File: config.mk
export PLATFORM = sky130hd
export DESIGN_NAME = cordic_vector_engine
export DESIGN_NICKNAME = d
export VERILOG_FILES = /design/src/rtl/cordic_vector_engine.sv
export SDC_FILE = /design/constraint.sdc
export NUM_CORES = 1
export LEC_CHECK = 0
export ABC_CLOCK_PERIOD_IN_PS = 17900
export CORE_MARGIN = 5
export CORE_UTILIZATION = 50
export CTS_CLUSTER_SIZE = 40
export DETAILED_ROUTE_END_ITERATION = 10
export PLACE_DENSITY_LB_ADDON = 0.3
export RECOVER_POWER = 50
export SETUP_SLACK_MARGIN = 0.02
export SKIP_CTS_REPAIR_TIMING = 1
export SYNTH_ARGS = -nofsm -noshare
export SYNTH_HDL_FRONTEND = slang
export SYNTH_SLANG_ARGS = --single-unit
File: constraint.sdc
create_clock -name clk -period 17.9 [get_ports clk]
set_input_delay 3.58 -clock clk [delete_from_list [all_inputs] [get_ports clk]]
set_output_delay 3.58 -clock clk [all_outputs]
set_load 0.03 [all_outputs]
File: src/rtl/cordic_vector_engine.sv
// Iterative CORDIC vectoring engine.
// Accepts one pre-rotated (x, y, angle) triple and drives y toward zero with
// one shift-add micro-rotation per clock. It returns the raw magnitude, which
// is not gain-compensated (K ~ 1.6468), and the accumulated angle.
// The angle scale is 0x20000000 = 90 degrees, and angles wrap modulo 2^WIDTH.
module cordic_vector_engine #(
    parameter int WIDTH = 32,
    parameter int ITER  = 16
) (
    input  logic             clk,
    input  logic             rst_n,
    input  logic             in_valid,
    output logic             in_ready,
    input  logic [WIDTH-1:0] x_in,
    input  logic [WIDTH-1:0] y_in,
    input  logic [WIDTH-1:0] angle_in,
    output logic             out_valid,
    input  logic             out_ready,
    output logic [WIDTH+1:0] magnitude,
    output logic [WIDTH-1:0] angle_out,
    output logic             busy
);

    localparam int IW = (ITER > 1) ? $clog2(ITER) : 1;
    // Two growth bits for the CORDIC gain plus one guard/sign bit.
    localparam int XW = WIDTH + 3;

    typedef enum logic [1:0] {
        S_IDLE,
        S_ITERATE,
        S_DONE
    } state_t;

    state_t               state_q, state_d;
    logic [IW-1:0]        iter_q, iter_d;
    logic signed [XW-1:0] x_q, x_d, y_q, y_d;
    logic signed [XW-1:0] x_sh, y_sh, x_rot, y_rot;
    logic [WIDTH-1:0]     z_q, z_d, z_rot, atan_step;
    logic [WIDTH+1:0]     mag_q, mag_d;
    logic [WIDTH-1:0]     ang_q, ang_d;
    logic                 unused_x_msb;

    // atan(2^-i) table, scaled so that 2^32 represents 720 degrees.
    function automatic logic [31:0] atan_lut(input logic [4:0] idx);
        case (idx)
            5'd0:    atan_lut = 32'h1000_0000;
            5'd1:    atan_lut = 32'h0972_028F;
            5'd2:    atan_lut = 32'h04FD_9C2E;
            5'd3:    atan_lut = 32'h0288_88EA;
            5'd4:    atan_lut = 32'h0145_86A2;
            5'd5:    atan_lut = 32'h00A2_EBF1;
            5'd6:    atan_lut = 32'h0051_7B0F;
            5'd7:    atan_lut = 32'h0028_BE2B;
            5'd8:    atan_lut = 32'h0014_5F2A;
            5'd9:    atan_lut = 32'h000A_2F97;
            5'd10:   atan_lut = 32'h0005_17CC;
            5'd11:   atan_lut = 32'h0002_8BE6;
            5'd12:   atan_lut = 32'h0001_45F3;
            5'd13:   atan_lut = 32'h0000_A2FA;
            5'd14:   atan_lut = 32'h0000_517D;
            5'd15:   atan_lut = 32'h0000_28BE;
            5'd16:   atan_lut = 32'h0000_145F;
            5'd17:   atan_lut = 32'h0000_0A30;
            5'd18:   atan_lut = 32'h0000_0518;
            5'd19:   atan_lut = 32'h0000_028C;
            5'd20:   atan_lut = 32'h0000_0146;
            5'd21:   atan_lut = 32'h0000_00A3;
            5'd22:   atan_lut = 32'h0000_0051;
            5'd23:   atan_lut = 32'h0000_0029;
            5'd24:   atan_lut = 32'h0000_0014;
            5'd25:   atan_lut = 32'h0000_000A;
            5'd26:   atan_lut = 32'h0000_0005;
            5'd27:   atan_lut = 32'h0000_0003;
            5'd28:   atan_lut = 32'h0000_0001;
            5'd29:   atan_lut = 32'h0000_0001;
            default: atan_lut = 32'h0000_0000;
        endcase
    endfunction

    // The table is built for a 32-bit angle word.
    assign atan_step = WIDTH'(atan_lut(5'(iter_q)));

    // Single micro-rotation.
    // The sign of y selects the direction, and all terms use the current register values.
    always_comb begin
        x_sh = x_q >>> iter_q;
        y_sh = y_q >>> iter_q;
        if (y_q[XW-1]) begin
            x_rot = x_q - y_sh;
            y_rot = y_q + x_sh;
            z_rot = z_q - atan_step;
        end else begin
            x_rot = x_q + y_sh;
            y_rot = y_q - x_sh;
            z_rot = z_q + atan_step;
        end
    end

    // The final x is known to be non-negative, so its sign bit is never exported.
    assign unused_x_msb = x_rot[XW-1];

    // Next-state logic and datapath load control.
    // Every register holds its value unless the current state updates it.
    always_comb begin
        state_d = state_q;
        iter_d  = iter_q;
        x_d     = x_q;
        y_d     = y_q;
        z_d     = z_q;
        mag_d   = mag_q;
        ang_d   = ang_q;
        case (state_q)
            S_IDLE: begin
                if (in_valid) begin
                    state_d = S_ITERATE;
                    iter_d  = '0;
                    x_d     = {{3{x_in[WIDTH-1]}}, x_in};
                    y_d     = {{3{y_in[WIDTH-1]}}, y_in};
                    z_d     = angle_in;
                end
            end
            S_ITERATE: begin
                x_d = x_rot;
                y_d = y_rot;
                z_d = z_rot;
                if (iter_q == IW'(ITER - 1)) begin
                    state_d = S_DONE;
                    mag_d   = x_rot[WIDTH+1:0];
                    ang_d   = z_rot;
                end else begin
                    iter_d = iter_q + IW'(1);
                end
            end
            S_DONE: begin
                if (out_ready) begin
                    state_d = S_IDLE;
                end
            end
            default: state_d = S_IDLE;
        endcase
    end

    // State and datapath registers.
    // Reset aborts any vector in flight and clears the results.
    always_ff @(posedge clk or negedge rst_n) begin
        if (!rst_n) begin
            state_q <= S_IDLE;
            iter_q  <= '0;
            x_q     <= '0;
            y_q     <= '0;
            z_q     <= '0;
            mag_q   <= '0;
            ang_q   <= '0;
        end else begin
            state_q <= state_d;
            iter_q  <= iter_d;
            x_q     <= x_d;
            y_q     <= y_d;
            z_q     <= z_d;
            mag_q   <= mag_d;
            ang_q   <= ang_d;
        end
    end

    assign in_ready  = (state_q == S_IDLE);
    assign busy      = (state_q != S_IDLE);
    assign out_valid = (state_q == S_DONE);
    assign magnitude = mag_q;
    assign angle_out = ang_q;

endmodule

==> results of run 1 <==
[layer usage]
layer | vias up | share of wire (%)
met4 | 2 | 1.7
li1 | 8719 | -
met1 | 8995 | 45
met3 | 76 | 8.2
met5 | - | 0.021
met2 | 820 | 46
[flip-flops by register name (all words and copies together), names as in the netlist]
name / count
x_q: 35
y_q: 35
magnitude: 34
angle_out: 32
z_q: 32
iter_q: 4
state_q: 2
[synthesized netlist by cell type, types with 14 or more instances]
| master | number | share of area, % |
|---|---|---|
| dfrtp_1 | 174 | 23 |
| mux4_2 | 55 | 6.4 |
| mux2i_1 | 49 | 2.5 |
| a211oi_1 | 19 | 0.74 |
| clkbuf_1 | 86 | 1.7 |
| buf_6 | 25 | 1.5 |
| a22oi_1 | 15 | 0.59 |
| nor2_1 | 176 | 3.4 |
| nand3_1 | 36 | 0.94 |
| inv_1 | 50 | 0.98 |
| a31oi_1 | 77 | 2.5 |
| mux4_1 | 23 | 3.1 |
| a21oi_1 | 190 | 4.9 |
| o211ai_1 | 16 | 0.62 |
| xor2_1 | 72 | 3.3 |
| mux2_2 | 43 | 2.5 |
| nor2b_1 | 19 | 0.62 |
| nand2_1 | 411 | 8.0 |
| and3_1 | 47 | 1.5 |
| o21a_1 | 15 | 0.59 |
| nand2b_1 | 35 | 1.1 |
| o31ai_1 | 16 | 0.62 |
| ha_1 | 109 | 7.1 |
| nor3_1 | 54 | 1.4 |
| or3_1 | 14 | 0.46 |
| xnor2_1 | 93 | 4.2 |
| a21o_1 | 45 | 1.8 |
| and2_1 | 15 | 0.49 |
| o21ai_0 | 155 | 4.0 |
[metrics by stage]
stage,utilization (%),cell area (sq um),std cells,hold WS [ns]
after floorplan,-,19200,2351,0.485
after global placement,55.3,20900,2908,0.460
after detailed placement,55.3,20900,2908,0.463
after CTS,56.8,21500,2940,0.486
after global routing,56.7,21500,2941,0.502
final,56.7,21500,2941,0.476
[layout make-up]
class                           count  area (sq um)
Clock buffer                       21           470
Fill cell                        3560         16400
Antenna cell                        1          2.50
Tap cell                          511           639
Multi-Input combinational cell   1982         13900
Sequential cell                   174          4360
Clock inverter                     11          98.8
Timing Repair Buffer              188          1810
Inverter                           53           199
[cells by family after synthesis]
logic type / Yosys count / share of synthesized area, %
xor+xnor: 165 / 7.51
mux: 172 / 14.9
compound gates: 663 / 21.6
simple gates: 870 / 20.7
flops: 174 / 22.6
buf+inv: 195 / 5.36
fa+ha+maj: 112 / 7.40
[cell usage in the layout (no fill, tap or decap), types with 19 or more instances in the layout]
| cell | synthesis | layout |
|---|---|---|
| a211oi_1 | 19 | 19 |
| a21o_1 | 45 | 45 |
| a21oi_1 | 190 | 190 |
| a31oi_1 | 77 | 77 |
| and3_1 | 47 | 47 |
| clkdlybuf4s50_1 | 0 | 148 |
| dfrtp_1 | 174 | 170 |
| dlygate4sd3_1 | 0 | 19 |
| ha_1 | 109 | 109 |
| inv_1 | 50 | 50 |
| mux2_2 | 43 | 42 |
| mux2i_1 | 49 | 49 |
| mux4_1 | 23 | 23 |
| mux4_2 | 55 | 55 |
| nand2_1 | 411 | 410 |
| nand2b_1 | 35 | 34 |
| nand3_1 | 36 | 36 |
| nor2_1 | 176 | 174 |
| nor3_1 | 54 | 54 |
| o21ai_0 | 155 | 155 |
| xnor2_1 | 93 | 93 |
| xor2_1 | 72 | 72 |
[final timing paths]
kind	endpoint	slack [ns]
worst max-delay path	y_q[34]	9.09
worst min-delay path	angle_out[7]	0.48
worst max register to register	z_q[31]	9.24
worst min register to register	angle_out[7]	0.48
max in group clk	z_q[31]	9.24
min in group asynchronous	magnitude[21]	3.98
==> impl_metrics.json, run 1 <==
{
  "hold_path.class": "reg -> reg",
  "synthCells": 2351,
  "timing.setup.tns_ns": 0,
  "ys.warnings.count": 0,
  "ys_seq_area_share_pct": 22.6,
  "slowest_delay_ns": 2.69,
  "worstSetupStartpointType": "primary input",
  "r2r-start": "iter_q[2]",
  "period_share_pct": 49.2,
  "path_buf_inv": 2,
  "overflow": 0,
  "cp-end-kind": "async pin",
  "synth_edf_count": 0,
  "ys_ff_latch": 174,
  "max_cap_violations": 6,
  "cp_max_fo": 68,
  "nets": 2628,
  "rsz0062_at_grt": "false",
  "grt_use_met1_pct": 42.5,
  "path_delay_family": "buffers and inverters",
  "min_from": "angle_out[7]",
  "synthArstFlopShare_pct": 100,
  "core_area_sq_um": 37800,
  "wl_per_cell_microns": 21.5,
  "dr.pass1.iters": 6,
  "cpMostUsedCell": "clkbuf_1",
  "numPortBuffers": 168,
  "num_rows": 71,
  "hold_violations": 0,
  "antenna_found_initial": 2,
  "drtIter0Drc": 1965,
  "ant_nets": 0,
  "pre_cts_ws_ns": 11.07,
  "grtUsageMet2_pct": 46.3,
  "slew_headroom_pct": -145,
  "boundaryPins": 169,
  "cts_tree": "yes",
  "clkTransAtPathRegs_ns": 0.07,
  "setup_viol": 0,
  "die_height_microns": 206,
  "synth.distinct_cells": 96,
  "crit_path_start": "rst_n",
  "cts.sinks": 174,
  "viasPerCell": 6.33,
  "drive_above_1_share_pct": 7.95,
  "grt_pass1_vias": 17600,
  "path_class": "in -> async",
  "worstPathRequired_ns": 17.36,
  "cp_cell_sequence": "clkbuf_1, clkbuf_1",
  "clock_skew_ns": 0.0229,
  "worstMarginPinSlew_ns": 3.67,
  "status": "finished, violations left",
  "min_period_ns": 8.81,
  "rr_worst_depth": 20,
  "gr-usage-met3_pct": 5.43,
  "synth_flop_cell": "dfrtp_1",
  "setup_slack_ns": 9.09,
  "crit_cells": 2,
  "grt_max_degree": 95,
  "initial_core_util_pct": 50.8,
  "cts_buffers": 17,
  "hold_path_depth": 2,
  "dieArea_sq_um": 42500,
  "grt_pass1_wl_mm": 99.6,
  "wl_mm": 63.2,
  "grt.total_usage_pct": 29.4,
  "synth_area_sq_um": 19200,
  "area_growth_pct": 11.6,
  "cts_root_buf": "clkbuf_16",
  "via_count": 18600,
  "cts_buffer_depth": 2,
  "die_w_microns": 206,
  "synth_fp_nets": 2563,
  "cpMaxStageDelayCell": "clkbuf_1",
  "htree_levels": 4,
  "crit_arrival_ns": 8.27,
  "drc": 0,
  "routabilityCongestion": 0.986,
  "dp_hpwl_mm": 47.7,
  "syn_avg_cell_area_sq_um": 8.18,
  "drv_slew": 379,
  "clkLatencyLatePin_ns": 0.47,
  "violations": "capacitance limit, slew limit",
  "fmax_mhz": 114,
  "grt-busiest-layer": "met2"
}
Power of run 1 is not shown: default switching activity piles up to over one toggle a cycle in this logic, so the estimate is an artifact.
==> run 2: changes to the inputs <==
Settings changed: ABC_CLOCK_PERIOD_IN_PS 17900 to 8600.
Clock period 17.9 ns to 8.6 ns, I/O delays scaled along.
==> run 2 against run 1 <==
  * Highest routed layer is now met4
  * Die area unchanged
  * The flow still finishes with violations (capacitance limit, slew limit)
  * Largest cell class unchanged
  * Register-to-register slack got worse by 8.0 ns
  * First-iteration DRC count increased by 4.7%
  * Flip-flop and latch count is the same
  * Clock skew down 0.010 ns
==> impl_metrics.json, run 2 (synthesis gave the netlist of run 1 again) <==
{
  "status": "finished, violations left",
  "violations": "capacitance limit, slew limit",
  "wl_per_cell_microns": 21.5,
  "slowest_delay_ns": 1.46,
  "cts_root_buf": "clkbuf_16",
  "cp_cell_sequence": "clkinv_1, nor2_1, a21oi_1, nor4_1, a21oi_2, xor2_1, ha_1, and3_1, and3_1, a22o_1, o31ai_1, a21oi_1, or3_1, a21oi_1, and3b_1, a211oi_1",
  "ant_nets": 0,
  "hold_path.class": "reg -> reg",
  "worstPathRequired_ns": 8.98,
  "dieArea_sq_um": 42500,
  "via_count": 18700,
  "initial_core_util_pct": 50.8,
  "grt.total_usage_pct": 29.4,
  "area_growth_pct": 11.8,
  "viasPerCell": 6.37,
  "fmax_mhz": 136,
  "cts_buffer_depth": 2,
  "cts.sinks": 174,
  "drv_slew": 104,
  "overflow": 0,
  "min_from": "angle_out[8]",
  "wl_mm": 63.4,
  "cp-end-kind": "register",
  "grt_pass1_wl_mm": 99.4,
  "grt_max_degree": 89,
  "cpMaxStageDelayCell": "dfrtp_1",
  "crit_arrival_ns": 7.73,
  "boundaryPins": 169,
  "drive_above_1_share_pct": 8.15,
  "crit_path_start": "iter_q[3]",
  "clkTransAtPathRegs_ns": 0.07,
  "grt_pass1_vias": 17600,
  "nets": 2628,
  "min_period_ns": 7.35,
  "dr.pass1.iters": 5,
  "dp_hpwl_mm": 47.7,
  "path_class": "reg -> reg",
  "cts_tree": "yes",
  "htree_levels": 4,
  "layout_common_cells": "nand2_1 (410), a21oi_1 (190), nor2_1 (174), dfrtp_1 (170), o21ai_0 (155)",
  "drc": 0,
  "timing.setup.tns_ns": 0,
  "cp_max_fo": 51,
  "r2r-start": "iter_q[3]",
  "cpMostUsedCell": "a21oi_1",
  "clkLatencyLatePin_ns": 0.48,
  "core_area_sq_um": 37800,
  "hold_violations": 0,
  "worstSetupStartpointType": "register",
  "drtIter0Drc": 2058,
  "die_w_microns": 206,
  "slew_headroom_pct": -93.0,
  "antenna_found_initial": 2,
  "routabilityCongestion": 0.936,
  "final_common_cell": "nand2_1",
  "die_height_microns": 206,
  "max_cap_violations": 2,
  "cts_buffers": 17,
  "setup_viol": 0,
  "worstMarginPinSlew_ns": 2.89,
  "num_rows": 71,
  "rsz0062_at_grt": "false",
  "clock_skew_ns": 0.0127,
  "period_share_pct": 85.4,
  "numPortBuffers": 168
}
-- run 2: cell count changes in the layout (fill, tap and decap cells not counted), sizes merged, moves of 2 or more --
cell	before	now
bufinv	0	2
buf	15	20
clkbuf	27	21
dlygate4sd3	19	32
clkdlybuf4s50	148	135
-- run 2: worst paths after layout --
kind	slack [ns]	cells past startpoint	end
worst max-delay path	1.25	16	z_q[31]
worst min-delay path	0.47	2	angle_out[8]
worst max register to register	1.25	16	z_q[31]
worst min register to register	0.47	2	angle_out[8]
max in group asynchronous	4.29	2	y_q[34]
min in group asynchronous	2.17	1	angle_out[30]
-- run 2: per-layer routing --
layer | track usage (%) | wire length [microns] | up-vias
li1 | - | - | 8726
met1 | 42.9 | 28700 | 9144
met2 | 45.1 | 28600 | 798
met3 | 4.72 | 4930 | 68
met4 | 8.34 | 1220 | 0
met5 | 0 | 0 | -
-- run 2: worst max-delay path: cells and delay by family (launching register included) --
family,cells,cell delay (ns)
AND/OR/NAND/NOR,6,2.55
AO/OA/AOI/OAI,7,1.81
flip-flops,1,1.46
buffers and inverters,1,0.82
adder cells (fa/ha/maj),1,0.37
XOR/XNOR,1,0.24
-- run 2: area by class of cell --
cell class | instances | area [sq um]
inverter | 53 | 199
fill | 3492 | 16300
clock inverter | 12 | 149
timing repair buffer | 188 | 1830
antenna | 2 | 5.00
sequential | 174 | 4360
tap | 511 | 639
clock buffer | 20 | 447
multi-input combinational | 1982 | 13900
-- run 2: metrics by stage --
stage               instance area [sq um]  std cells  hold slack [ns]  worst slack, ns  util (%)
global route                        21500       2942            0.500            0.755      56.8
floorplan                           19200       2351            0.485             1.95         -
CTS                                 21500       2940            0.479             1.99      56.9
finish                              21500       2942            0.473             1.25      56.8
global placement                    20900       2908            0.461             2.07      55.3
detailed placement                  20900       2908            0.462             2.03      55.3
Power of run 2 is left out for the same reason.
==> variant (config.mk and constraints of run 2) <==
Make the reset (`rst_n`) synchronous in one clocked block.
--- a/src/rtl/cordic_vector_engine.sv
+++ b/src/rtl/cordic_vector_engine.sv
@@ -142,7 +142,7 @@
 
     // State and datapath registers.
     // Reset aborts any vector in flight and clears the results.
-    always_ff @(posedge clk or negedge rst_n) begin
+    always_ff @(posedge clk) begin
         if (!rst_n) begin
             state_q <= S_IDLE;
             iter_q  <= '0;
Behaviour: differs if rst_n is asserted again (counterexample within 4 cycles, from zero or initial values and one cycle with rst_n low); with rst_n held inactive, the same outputs for 10 cycles.
==> variant against run 2 <==
  * The flow still finishes with violations (capacitance limit, slew limit)
  * First-iteration DRC count is 17% lower
  * Die area up 1.6%
  * Wire length rose by 3.6%
  * Final area increased by 3.1%
  * Synthesized area is 1.7% higher
  * Count of clock-buffer cells in the layout grew 11
  * Sequential cell count rose by 29
  * Non-clock buffer count shrank 1
  * Worst setup slack better by 470 ps
  * Maximum frequency grew 6.9%
  * Sequential share of layout area down 1.9 points
  * Via count rose by 6.5%
Power is left out: it rests on default switching activity, and per cell area and clock period it moved more than threefold.
==> variant: results (changes against run 2) <==
stage,metric,value,unit,change
global_route,met3 GRT Util,3.57,%,-1.2 points
place,Area after DPL,21300,sq um,+1.7%
layout,non-clock buffer count,187,,-0.53%
routing,drt first pass iters,7,,+2
setup_path,end of the critical path,y_q[19]$_SDFFE_PN0P_,,
clocking,"Clk Latency, worst-skew pair",560,ps,+80 ps
place,post-DP HPWL,48.6,mm,+1.8%
timing,Pins Over Slew Limit,168,,+62%
timing,worst-margin pin slew,3130,ps,+232 ps
synth,"FFs w/ async S/R, synth",0,%,-100 points
run_status,status,"finished, violations left",,
layout,fin area,22200,sq um,+3.1%
min_path,Worst Hold End,magnitude[4]$_SDFFE_PN0P_,,
layout,number of fill cells in the layout,3602,,+3.2%
synth,Main synth FF type,dfxtp_1,,
run_status,violated checks,"capacitance limit, slew limit",,
routing,Metal-1 WL,25.9,mm,-9.7%
global_route,met1 Resource Use GR,34.9,%,-8.0 points
layout,clk_buf instances,31,,+55%
synth,"top cells by count, synth","437 x nand2_1, 250 x nor2_1, 225 x a21oi_1",,
global_route,first-pass GRT wire length,103,mm,+4.0%
layout,multi-input combinational area share,65.4,%,+0.90 points
synth,synthesized net count,2773,,+8.2%
job,max-cap viol count,3,,+1
min_path,Hold Crit Start,magnitude[4]$_SDFFE_PN0P_,,
layout,sequential cell area share,18.4,%,-1.9 points
setup_path,worst-path maximum fanout,61,,+20%
timing,final worst path period share,79.9,%,-5.5 points
layout,Logic inverters,54,,+1.9%
clocking,Max H-tree Level,1,,-3
timing,Final Skew,10.1,ps,-2.59 ps
synth,Synth area leaders,"dfxtp_1 21%, nand2_1 8.4%, ha_1 7.1%",,
layout,area delta synth->final,13.4,%,
place,post-placement cell count,3096,,+6.5%
routing,met2 wire length,32.1,mm,+12%
timing,final hold slack,452,ps,-21.4 ps
[variant: cell types whose count changed in the layout (fill, tap and decap cells not counted), sizes merged, moves of 32 or more]
| cell | delta |
|---|---|
| a21oi | +34 |
| a311oi | +64 |
| a31oi | -44 |
| clkdlybuf4s50 | -38 |
| dfrtp | -174 |
| dfxtp | +203 |
| dlygate4sd3 | +38 |
| mux2i | +34 |
| nor2 | +71 |
| o21ai | -32 |
[variant: logic make-up (layout without fill, tap and decap cells)]
logic type | Yosys count | count (layout) | share of synthesized area, %
buf+inv | 222 | 285 | 5.11
simple gates | 962 | 962 | 22.1
mux | 181 | 181 | 13.4
flops | 203 | 203 | 20.8
compound gates | 715 | 715 | 23.9
xor+xnor | 162 | 162 | 7.29
fa+ha+maj | 114 | 114 | 7.41
[variant: worst max-delay path, cell delays in order]
cell	delay [ps]
dlygate4sd3_1	550
and2_0	1630
clkbuf_1	2300
nand2_1	590
nand2_1	210
nand2_1	110
a21oi_1	180
